$ cat src/rtl/dsp_sys_arr_pkg.sv
// Shared types for the systolic-array run scheduler.
package dsp_sys_arr_pkg;

   localparam int DAT_W = 32;

   typedef enum logic [2:0] {
      IDLE,
      STREAM,
      SETTLE,
      DRAIN,
      DONE
   } sched_state_t;

   typedef struct packed {
      logic timeout;
      logic fp_err;
   } sched_status_t;

endpackage

$ cat src/rtl/sys_arr_sched_lane_gate.sv
// One edge lane: zero-latency pass-through gate that admits exactly k_len
// handshakes once the scheduler enables it.
module lane_gate
   import dsp_sys_arr_pkg::*;
#(
   parameter int KW = 9
)(
   input  logic             clk,
   input  logic             rst,
   input  logic             clr,
   input  logic             open_en,
   input  logic [KW-1:0]    k_len,
   input  logic             src_valid,
   output logic             src_ready,
   input  logic [DAT_W-1:0] src_dat,
   output logic             dst_valid,
   input  logic             dst_ready,
   output logic [DAT_W-1:0] dst_dat,
   output logic             lane_full
);

   logic [KW-1:0] cnt;
   logic          lane_open;

   // The lane is open while enabled and short of its quota; the beat that
   // completes the quota still passes, the gate shuts on the next cycle.
   assign lane_full = (cnt == k_len);
   assign lane_open = open_en & ~lane_full;
   assign dst_valid = lane_open & src_valid;
   assign src_ready = lane_open & dst_ready;
   assign dst_dat   = lane_open ? src_dat : '0;

   // Count handshakes that passed through the open gate.
   always_ff @(posedge clk) begin
      if (rst || clr)
         cnt <= '0;
      else if (lane_open && src_valid && dst_ready)
         cnt <= cnt + 1'b1;
   end

endmodule

$ cat src/rtl/sys_arr_sched.sv
// Run-level scheduler for the NxN systolic array: skewed operand gating,
// completion settle with watchdog, and row-major accumulator drain.
//
// state  | meaning
// IDLE   | waiting for a start command
// STREAM | edge lanes open with diagonal skew, each passes k_len operands
// SETTLE | waiting for SETTLE_CYC consecutive all-done cycles or watchdog
// DRAIN  | streaming N*N accumulators out on the result port
// DONE   | one-cycle done pulse with status
module sys_arr_sched
   import dsp_sys_arr_pkg::*;
#(
   parameter int   N          = 4,
   parameter int   KMAX       = 256,
   parameter int   SETTLE_CYC = 4,
   parameter int   TMO        = 1024,
   localparam int  KW         = $clog2(KMAX + 1)
)(
   input  logic                   clk,
   input  logic                   rst,
   input  logic                   start,
   input  logic [KW-1:0]          k_len,
   output logic                   busy,
   output logic                   done,
   output logic [1:0]             status,
   output logic                   cmd_err,
   input  logic [N-1:0]           a_src_valid,
   output logic [N-1:0]           a_src_ready,
   input  logic [N*DAT_W-1:0]     a_src_dat,
   input  logic [N-1:0]           b_src_valid,
   output logic [N-1:0]           b_src_ready,
   input  logic [N*DAT_W-1:0]     b_src_dat,
   output logic [N-1:0]           row_valid,
   input  logic [N-1:0]           row_ready,
   output logic [N*DAT_W-1:0]     row_dat,
   output logic [N-1:0]           col_valid,
   input  logic [N-1:0]           col_ready,
   output logic [N*DAT_W-1:0]     col_dat,
   input  logic [N*N-1:0]         pe_done,
   input  logic [N*N-1:0]         pe_err,
   input  logic [N*N*DAT_W-1:0]   pe_accum,
   output logic                   res_valid,
   input  logic                   res_ready,
   output logic [DAT_W-1:0]       res_dat,
   output logic                   res_last
);

   localparam int NN = N * N;
   localparam int TW = $clog2(N + 1);
   localparam int SW = $clog2(SETTLE_CYC + 1);
   localparam int WW = $clog2(TMO + 1);
   localparam int IW = $clog2(NN);

   sched_state_t  state, state_nxt;
   sched_status_t stat;

   logic [KW-1:0]    k_len_q;
   logic [TW-1:0]    t_q;
   logic [SW-1:0]    run_q, run_nxt;
   logic [WW-1:0]    wd_q, wd_nxt;
   logic [IW-1:0]    idx_q;
   logic             timeout_q, fp_err_q, cmd_err_q;
   logic             k_ok, accept, reject;
   logic             settled, wd_exp, idx_last, res_hs, all_full;
   logic [N-1:0]     open_en, row_full, col_full;
   logic [DAT_W-1:0] accum_arr [NN];

   assign k_ok     = (k_len != '0) && (k_len <= KW'(KMAX));
   assign accept   = (state == IDLE) && start && k_ok;
   assign reject   = (state == IDLE) && start && !k_ok;
   assign all_full = (&row_full) && (&col_full);
   assign run_nxt  = (&pe_done) ? run_q + 1'b1 : '0;
   assign settled  = (run_nxt == SW'(SETTLE_CYC));
   assign wd_nxt   = wd_q + 1'b1;
   assign wd_exp   = (wd_nxt == WW'(TMO));
   assign idx_last = (idx_q == IW'(NN - 1));
   assign res_hs   = res_valid && res_ready;
   assign stat     = '{timeout: timeout_q, fp_err: fp_err_q};
   assign cmd_err  = cmd_err_q;

   for (genvar i = 0; i < N; i++) begin : g_lane
      // Lane i opens i cycles into STREAM; t saturates so it stays enabled.
      assign open_en[i] = (state == STREAM) && (int'(t_q) >= i);

      lane_gate #(.KW(KW)) u_row (
         .clk       (clk),
         .rst       (rst),
         .clr       (accept),
         .open_en   (open_en[i]),
         .k_len     (k_len_q),
         .src_valid (a_src_valid[i]),
         .src_ready (a_src_ready[i]),
         .src_dat   (a_src_dat[i*DAT_W +: DAT_W]),
         .dst_valid (row_valid[i]),
         .dst_ready (row_ready[i]),
         .dst_dat   (row_dat[i*DAT_W +: DAT_W]),
         .lane_full (row_full[i])
      );

      lane_gate #(.KW(KW)) u_col (
         .clk       (clk),
         .rst       (rst),
         .clr       (accept),
         .open_en   (open_en[i]),
         .k_len     (k_len_q),
         .src_valid (b_src_valid[i]),
         .src_ready (b_src_ready[i]),
         .src_dat   (b_src_dat[i*DAT_W +: DAT_W]),
         .dst_valid (col_valid[i]),
         .dst_ready (col_ready[i]),
         .dst_dat   (col_dat[i*DAT_W +: DAT_W]),
         .lane_full (col_full[i])
      );
   end

   for (genvar j = 0; j < NN; j++) begin : g_acc
      assign accum_arr[j] = pe_accum[j*DAT_W +: DAT_W];
   end

   // State register.
   always_ff @(posedge clk) begin
      if (rst)
         state <= IDLE;
      else
         state <= state_nxt;
   end

   // Next-state decode and Moore/Mealy outputs.
   always_comb begin
      state_nxt = state;
      busy      = (state != IDLE);
      done      = 1'b0;
      status    = '0;
      res_valid = 1'b0;
      res_dat   = '0;
      res_last  = 1'b0;
      case (state)
         IDLE: begin
            if (accept)
               state_nxt = STREAM;
         end
         STREAM: begin
            if (all_full)
               state_nxt = SETTLE;
         end
         SETTLE: begin
            if (settled || wd_exp)
               state_nxt = DRAIN;
         end
         DRAIN: begin
            res_valid = 1'b1;
            res_dat   = accum_arr[idx_q];
            res_last  = idx_last;
            if (res_hs && idx_last)
               state_nxt = DONE;
         end
         DONE: begin
            done      = 1'b1;
            status    = stat;
            state_nxt = IDLE;
         end
         default: state_nxt = IDLE;
      endcase
   end

   // Command capture, skew counter, settle/watchdog, error flags, drain index.
   always_ff @(posedge clk) begin
      if (rst) begin
         k_len_q   <= '0;
         t_q       <= '0;
         run_q     <= '0;
         wd_q      <= '0;
         idx_q     <= '0;
         timeout_q <= 1'b0;
         fp_err_q  <= 1'b0;
         cmd_err_q <= 1'b0;
      end else begin
         cmd_err_q <= reject;
         if (accept) begin
            k_len_q   <= k_len;
            t_q       <= '0;
            run_q     <= '0;
            wd_q      <= '0;
            idx_q     <= '0;
            timeout_q <= 1'b0;
            fp_err_q  <= 1'b0;
         end
         if (state == STREAM && t_q != TW'(N))
            t_q <= t_q + 1'b1;
         if (state == SETTLE) begin
            run_q <= run_nxt;
            wd_q  <= wd_nxt;
            if (wd_exp && !settled)
               timeout_q <= 1'b1;
         end
         if ((state == STREAM || state == SETTLE) && (|pe_err))
            fp_err_q <= 1'b1;
         if (state == DRAIN && res_hs)
            idx_q <= idx_last ? '0 : idx_q + 1'b1;
      end
   end

endmodule

$ cat config.mk
export PLATFORM = sky130hd
export DESIGN_NAME = sys_arr_sched
export DESIGN_NICKNAME = d
export VERILOG_FILES = /design/src/rtl/dsp_sys_arr_pkg.sv /design/src/rtl/sys_arr_sched_lane_gate.sv /design/src/rtl/sys_arr_sched.sv
export SDC_FILE = /design/constraint.sdc
export NUM_CORES = 1
export LEC_CHECK = 0
export BUFFER_PORTS_ARGS = -buffer_cell sky130_fd_sc_hd__buf_4
export CORE_AREA = 2 2 445 447
export DETAILED_ROUTE_END_ITERATION = 6
export DIE_AREA = 0 0 447 449
export GPL_TIMING_DRIVEN = 0
export PLACE_DENSITY = 0.3
export SLEW_MARGIN = 15
export SYNTH_ARGS = -nofsm -noshare
export SYNTH_HDL_FRONTEND = slang
export SYNTH_SLANG_ARGS = --single-unit
$ cat constraint.sdc
create_clock -name clk -period 5.6 [get_ports clk]
set_input_delay 1.12 -clock clk [delete_from_list [all_inputs] [get_ports clk]]
set_output_delay 1.12 -clock clk [all_outputs]
set_load 0.005 [all_outputs]
==> flow_metrics.tcl, run 1 <==
set metrics [dict create \
    yosysWarnings 0 \
    clockBufferDepth 2 \
    async_reset_ff_frac 0 \
    slew-limit-headroom 0.266 \
    cts_hold_buf 0 \
    path_clk_slew_ns 0.08 \
    gr-total-overflow 0 \
    rows 163 \
    clock-sinks 108 \
    dpl_cell_area_um2 23900 \
    drv_cap 0 \
    hold_depth 2 \
    ys.flop_type "dfxtp_1" \
    holdCritPathClass "flop to flop" \
    fp.dieW_um 447 \
    cp_max_fo 10 \
    drc 0 \
    finalWirelength_um 110000 \
    ios 1140 \
    dieArea_um2 201000 \
    routabilityCongestion 0.892 \
    fin_crit_ns 4.90 \
    worst_hold_path.endpoint "fp_err_q$_SDFFE_PP0P_" \
    holdWs_ns 0.460 \
    io_buffers 1138 \
    drt-initial-drc-count 627 \
    area_growth_pct 102 \
    cts_resized 0 \
    synthTopCellsByArea "mux4_2 (30%), dfxtp_1 (18%), and2_1 (16%)" \
    reg2reg_depth 7 \
    fin_skew_ns 0.0143 \
    synthCells 1280 \
    synth_edf_count 0 \
    drt_first_pass_iters 4 \
    seq_area_frac_synth 0.179 \
    worstSetupEndpointType "output port" \
    clk_latency_ns 0.38 \
    grt_pass1_wl_um 142000 \
    vias_per_cell 2.89 \
    grt_max_degree 18 \
    synth_top_area_frac 0.299 \
    setup_violations 0 \
    antenna_found_initial 46 \
    rsz0062_at_grt "false" \
    fin_area_um2 24300 \
    slew_violations 0 \
    clockRootBuffer "clkbuf_16" \
    ant_nets 0 \
    synth_cell_types 54 \
    initial_core_util 0.0614 \
    cts_max_level 3 \
    setup_tns_ns 0 \
    core_um2 196000 \
    cp.required_ns 4.48 \
    avgRoutedWirePerCell_um 21.5 \
    hold_violations 0 \
    r2r_slack_ns 2.64 \
    final_common_cell "buf_4" \
    cts_tree "yes" \
    nets 3275 \
    arrival_ns 3.78 \
    critical_path_class "flop to output port" \
    fin_util 0.124 \
    cts_buffers 9 \
    hp-start "fp_err_q$_SDFFE_PP0P_" \
    drive_above_1_share 0.574 \
    timing.rr.end "state[0]$_SDFFE_PP0P_" \
    die_y_um 449 \
    dpl.hpwl_um 98100 \
    fillers 22800 \
    timing.rr.start "k_len_q[3]$_SDFFE_PP0P_" \
    clock.fmax_ghz 0.204 \
    total_leakage_power_uw 0.0107 \
    globalRouteTotalUtil 0.104 \
    vias 14700 \
    layout_common_cells "buf_4 (1159), and2_1 (314), mux4_2 (160)" \
    avgSynthCellArea_um2 9.41 \
    synth_area_um2 12000 \
    worst-slew-pin-transition_ns 1.10 \
    status "complete, no violations" \
    start_kind "flop" \
    grt_pass1_vias 15500 \
    finalCritPeriodShare 0.874 \
    max-vdd-ir-drop_uv 148 \
    synth_seq_cells 108 \
    p_per_area_nw_per_um2 111 \
    postCtsSetupRepairBufs 0 \
    synth_nets 2125 \
    fin_total_pwr_uw 2700 \
    synth_area_leader_cell "mux4_2" \
]
cells by family after synthesis:
logic type,share of synthesized area
AOI/OAI and AO/OA,0.0415
and+or+nand+nor,0.306
muxes,0.312
adders and majority gates,0.0166
buffers and inverters,0.0491
xor gates and xnor gates,0.0952
DFF,0.179
cells in the mapped netlist (15+ instances only):
cell type,number
a21oi_1,32
and2_1,314
and3_1,33
buf_2,35
buf_4,21
clkbuf_1,51
dfxtp_1,108
ha_1,16
mux2i_1,16
mux4_2,160
nand2_1,38
nand3_1,31
nand4_1,44
nor2_1,108
nor3_1,15
nor4_1,17
o21ai_0,19
xor2_1,122
metrics by stage:
step           std cells  worst slack, ns
5_1_grt             5084            0.385
2_1_floorplan       1280             2.30
3_5_place_dp        5059            0.791
6_report            5094            0.703
4_1_cts             5075            0.346
3_3_place_gp        5058            0.196
layout make-up:
class	count	area [um2]	share of cell area
clock buffers	9	225	0.00927
diodes	19	47.5	0.00196
repair buffers	1139	8550	0.352
clock inverters	7	67.6	0.00278
well taps	2640	3300	0.136
multi-input cells	1047	9320	0.384
inverters	8	30.0	0.00124
plain buffers	117	574	0.0237
flip-flops and latches	108	2160	0.0890
layer usage:
metal / vias to the layer above / GRT usage / part of all wire
met3: 97 / 0.0131 / 0.041
li1: 6943 / - / -
met1: 7127 / 0.107 / 0.35
met2: 571 / 0.216 / 0.58
met5: - / 0 / 0.00024
met4: 4 / 0.0245 / 0.026
how the worst max path moves through the flow:
stage / start / endpoint / slack, ns / cells past startpoint
6_report: idx_q[0]$_SDFFE_PP0P_ / res_dat[25] / 0.70 / 7
5_1_grt: idx_q[0]$_SDFFE_PP0P_ / res_dat[25] / 0.39 / 7
4_1_cts: idx_q[0]$_SDFFE_PP0P_ / res_dat[25] / 0.35 / 7
3_5_place_dp: idx_q[0]$_SDFFE_PP0P_ / res_dat[25] / 0.79 / 7
3_3_place_gp: idx_q[1]$_SDFFE_PP0P_ / res_dat[13] / 0.20 / 7
2_1_floorplan: pe_accum[352] / res_dat[0] / 2.30 / 3
worst max-delay path, stage by stage, from the launching register on:
cell and delay, ns:
dfxtp_1 0.33, clkbuf_1 0.30, buf_2 0.39, buf_2 0.63
mux4_2 0.75, mux4_2 0.55, and2_1 0.18, buf_4 0.17
sequential cells by signal (all words and copies together), names as in the netlist:
signal and flops:
idx_q 4, g_lane.u_row.cnt 36, timeout_q 1, k_len_q 9, cmd_err 1, g_lane.u_col.cnt 36
fp_err_q 1, run_q 3, state 3, t_q 3, wd_q 11
power breakdown:
part	switching (uW)	internal [uW]	total, uW
clock network	339	346	684
logic	517	709	1230
registers	9.19	779	788
Power figures use the tool's default switching activity.
==> run 2: changes to the inputs <==
--- a/config.mk
+++ b/config.mk
@@ -5,10 +5,11 @@
 export SDC_FILE = /design/constraint.sdc
 export NUM_CORES = 1
 export LEC_CHECK = 0
+export ABC_AREA = 1
 export BUFFER_PORTS_ARGS = -buffer_cell sky130_fd_sc_hd__buf_4
-export CORE_AREA = 2 2 445 447
+export CORE_AREA = 2 2 444 446
 export DETAILED_ROUTE_END_ITERATION = 6
-export DIE_AREA = 0 0 447 449
+export DIE_AREA = 0 0 446 448
 export GPL_TIMING_DRIVEN = 0
 export PLACE_DENSITY = 0.3
 export SLEW_MARGIN = 15
==> run 2 against run 1 <==
Compared with the run above:
- combinational power rose by 75%
- die area decreased by 0.45%
- critical path depth is 3 higher
- power rose by 37%
- global-route usage increased by 1.6 points
- count of clock-buffer cells in the layout increased by 1
- final cell count is 21% higher
- sequential power up 5.1%
==> flow_metrics.tcl, run 2 <==
set metrics [dict create \
    slew-limit-headroom 0.156 \
    nets 4441 \
    critical_path_class "flop to output port" \
    cts_tree "yes" \
    slew_violations 0 \
    synth_nets 3291 \
    clock-sinks 108 \
    clkPwrFrac 0.195 \
    cts_max_level 3 \
    io_buffers 1139 \
    dieArea_um2 200000 \
    initial_core_util 0.0687 \
    drv_cap 0 \
    cts_buffers 9 \
    p_sw_frac 0.437 \
    fin_skew_ns 0.0200 \
    max-vdd-ir-drop_uv 146 \
    fin_crit_ns 4.84 \
    finalWirelength_um 128000 \
    largestRegisters "g_lane.u_col.cnt: 36 flops, g_lane.u_row.cnt: 36 flops, wd_q: 11 flops" \
    worst-slew-pin-transition_ns 1.27 \
    postCtsSetupRepairBufs 0 \
    cp_max_fo 10 \
    total_leakage_power_uw 0.0121 \
    area_growth_pct 90.1 \
    synthCells 2446 \
    switching_power_uw 1620 \
    finalCritPeriodShare 0.865 \
    arrival_ns 3.72 \
    async_reset_ff_frac 0 \
    avgRoutedWirePerCell_um 20.9 \
    gr-total-overflow 0 \
    path_clk_slew_ns 0.08 \
    grt_pass1_vias 20700 \
    core_um2 195000 \
    rsz0062_at_grt "false" \
    drive_above_1_share 0.360 \
    ant_nets 0 \
    synthTopCellsByCount "nor2_1 (679), inv_1 (393), nand2_1 (340)" \
    synthTopCellsByArea "nor2_1 (19%), dfxtp_1 (16%), inv_1 (11%)" \
    vias 20800 \
    vias_per_cell 3.38 \
    drt-initial-drc-count 1168 \
    layout_setup_ws_ns 0.757 \
    drt_first_pass_iters 5 \
    drc 0 \
    synth.most_common_cell "nor2_1" \
    clockRootBuffer "clkbuf_16" \
    cp.required_ns 4.48 \
    start_kind "flop" \
    final_common_cell "buf_4" \
    avgSynthCellArea_um2 5.47 \
    synth_area_leader_cell "nor2_1" \
    place_ws_ns 0.404 \
    ys.flop_type "dfxtp_1" \
    globalRouteTotalUtil 0.121 \
    worstSetupEndpointType "output port" \
    p_int_uw 2090 \
    ios 1140 \
    clock.fmax_ghz 0.206 \
    fillers 23000 \
    fp.dieW_um 446 \
    grt_pass1_wl_um 167000 \
    synth_area_um2 13400 \
    p_comb_frac 0.581 \
    status "complete, no violations" \
    synth_top_area_frac 0.191 \
    setup_tns_ns 0 \
    setup_violations 0 \
    hold_violations 0 \
    yosysWarnings 0 \
    synth_edf_count 0 \
    clk_latency_ns 0.39 \
    antenna_found_initial 31 \
    rows 162 \
    routabilityCongestion 0.865 \
    pwr-share-seq 0.223 \
    seq_area_frac_synth 0.162 \
    layout_common_cells "buf_4 (1180), nor2_1 (679), inv_1 (393)" \
    die_y_um 448 \
    synth_seq_cells 108 \
    synth_cell_types 41 \
    holdCritPathClass "flop to flop" \
    clockBufferDepth 2 \
    grt_max_degree 19 \
    dpl.hpwl_um 111000 \
    p_per_area_nw_per_um2 146 \
]
run 2: cell types whose count changed in the layout (fill, tap and decap cells not counted), sizes merged, moves of 80 or more:
cell	delta
nor2	+577
inv	+405
and2	-314
nand2	+303
mux4	-160
o21ai	+151
xor2	-84
o32ai	+80
run 2: worst max-delay path, stage by stage (launching register included):
cell and delay (ns):
dfxtp_1 0.34, buf_2 0.33, buf_4 0.32, clkinv_2 0.27, buf_4 0.28, buf_2 0.25
nor2_1 0.13, o32ai_1 0.15, o211ai_1 0.62, a31oi_1 0.37, buf_4 0.25
run 2: repair_timing:
action | in CTS | in global routing
setup endpoints to repair | 1 | 0
resized for setup | 1 | 0
hold buffers | 0 | 0
run 2: area by class of cell:
type | instances | area (um2) | area share
Buffer | 173 | 895 | 0.0352
Antenna cell | 3 | 7.51 | 0.000295
Clock buffer | 10 | 229 | 0.00901
Sequential cell | 108 | 2160 | 0.0851
Inverter | 415 | 1570 | 0.0618
Clock inverter | 6 | 72.6 | 0.00286
Multi-Input combinational cell | 1750 | 8740 | 0.344
Tap cell | 2542 | 3180 | 0.125
Timing Repair Buffer | 1139 | 8550 | 0.336
run 2: cells by family (layout without fill, tap and decap cells):
| kind of cell | count (synthesis) | after routing | share of synthesized area |
|---|---|---|---|
| and+or+nand+nor | 1183 | 1183 | 0.355 |
| buffers and inverters | 588 | 1743 | 0.184 |
| AOI/OAI and AO/OA | 447 | 447 | 0.212 |
| DFF | 108 | 108 | 0.162 |
| xor gates and xnor gates | 55 | 55 | 0.0360 |
| muxes | 49 | 49 | 0.0367 |
| adders and majority gates | 16 | 16 | 0.0150 |
| other | 0 | 3 | 0 |
run 2: per-layer routing:
metal	up-vias	track usage	wire [um]
li1	10100	-	-
met1	9636	0.123	45700
met2	883	0.249	72000
met3	126	0.0222	7290
met4	10	0.0259	3290
met5	-	0	74
run 2: through the flow:
stage                     std cells  hold WS, ns  instance area, um2  power [uW]   util
final                          6146        0.469               25400        3700  0.131
after global routing           6145        0.506               25400        3980  0.131
after CTS                      6143        0.477               25400        3810  0.131
after detailed placement       6127        0.467               25100        3050  0.129
after global placement         6127        0.463               25100        3050  0.129
after floorplan                2446        0.444               13400        1710      -
run 2: path summary, 6_finish.rpt:
kind | slack, ns | cells after the start | start | end
min | 0.47 | 2 | run_q[1]$_SDFFE_PP0P_ | run_q[1]$_SDFFE_PP0P_
min reg2reg | 0.47 | 2 | run_q[1]$_SDFFE_PP0P_ | run_q[1]$_SDFFE_PP0P_
max reg2reg | 3.03 | 8 | state[0]$_SDFFE_PP0P_ | g_lane[2].u_row.cnt[4]$_SDFFE_PP0P_
max | 0.76 | 10 | idx_q[0]$_SDFFE_PP0P_ | res_dat[23]
run 2: power groups by stage:
| stage | clock (uW) | combinational, uW | sequential (uW) |
|---|---|---|---|
| 2_1_floorplan | 0 | 871 | 838 |
| 3_3_place_gp | 0 | 2210 | 845 |
| 3_5_place_dp | 0 | 2200 | 845 |
| 4_1_cts | 776 | 2210 | 827 |
| 5_1_grt | 802 | 2340 | 833 |
| 6_report | 724 | 2150 | 828 |
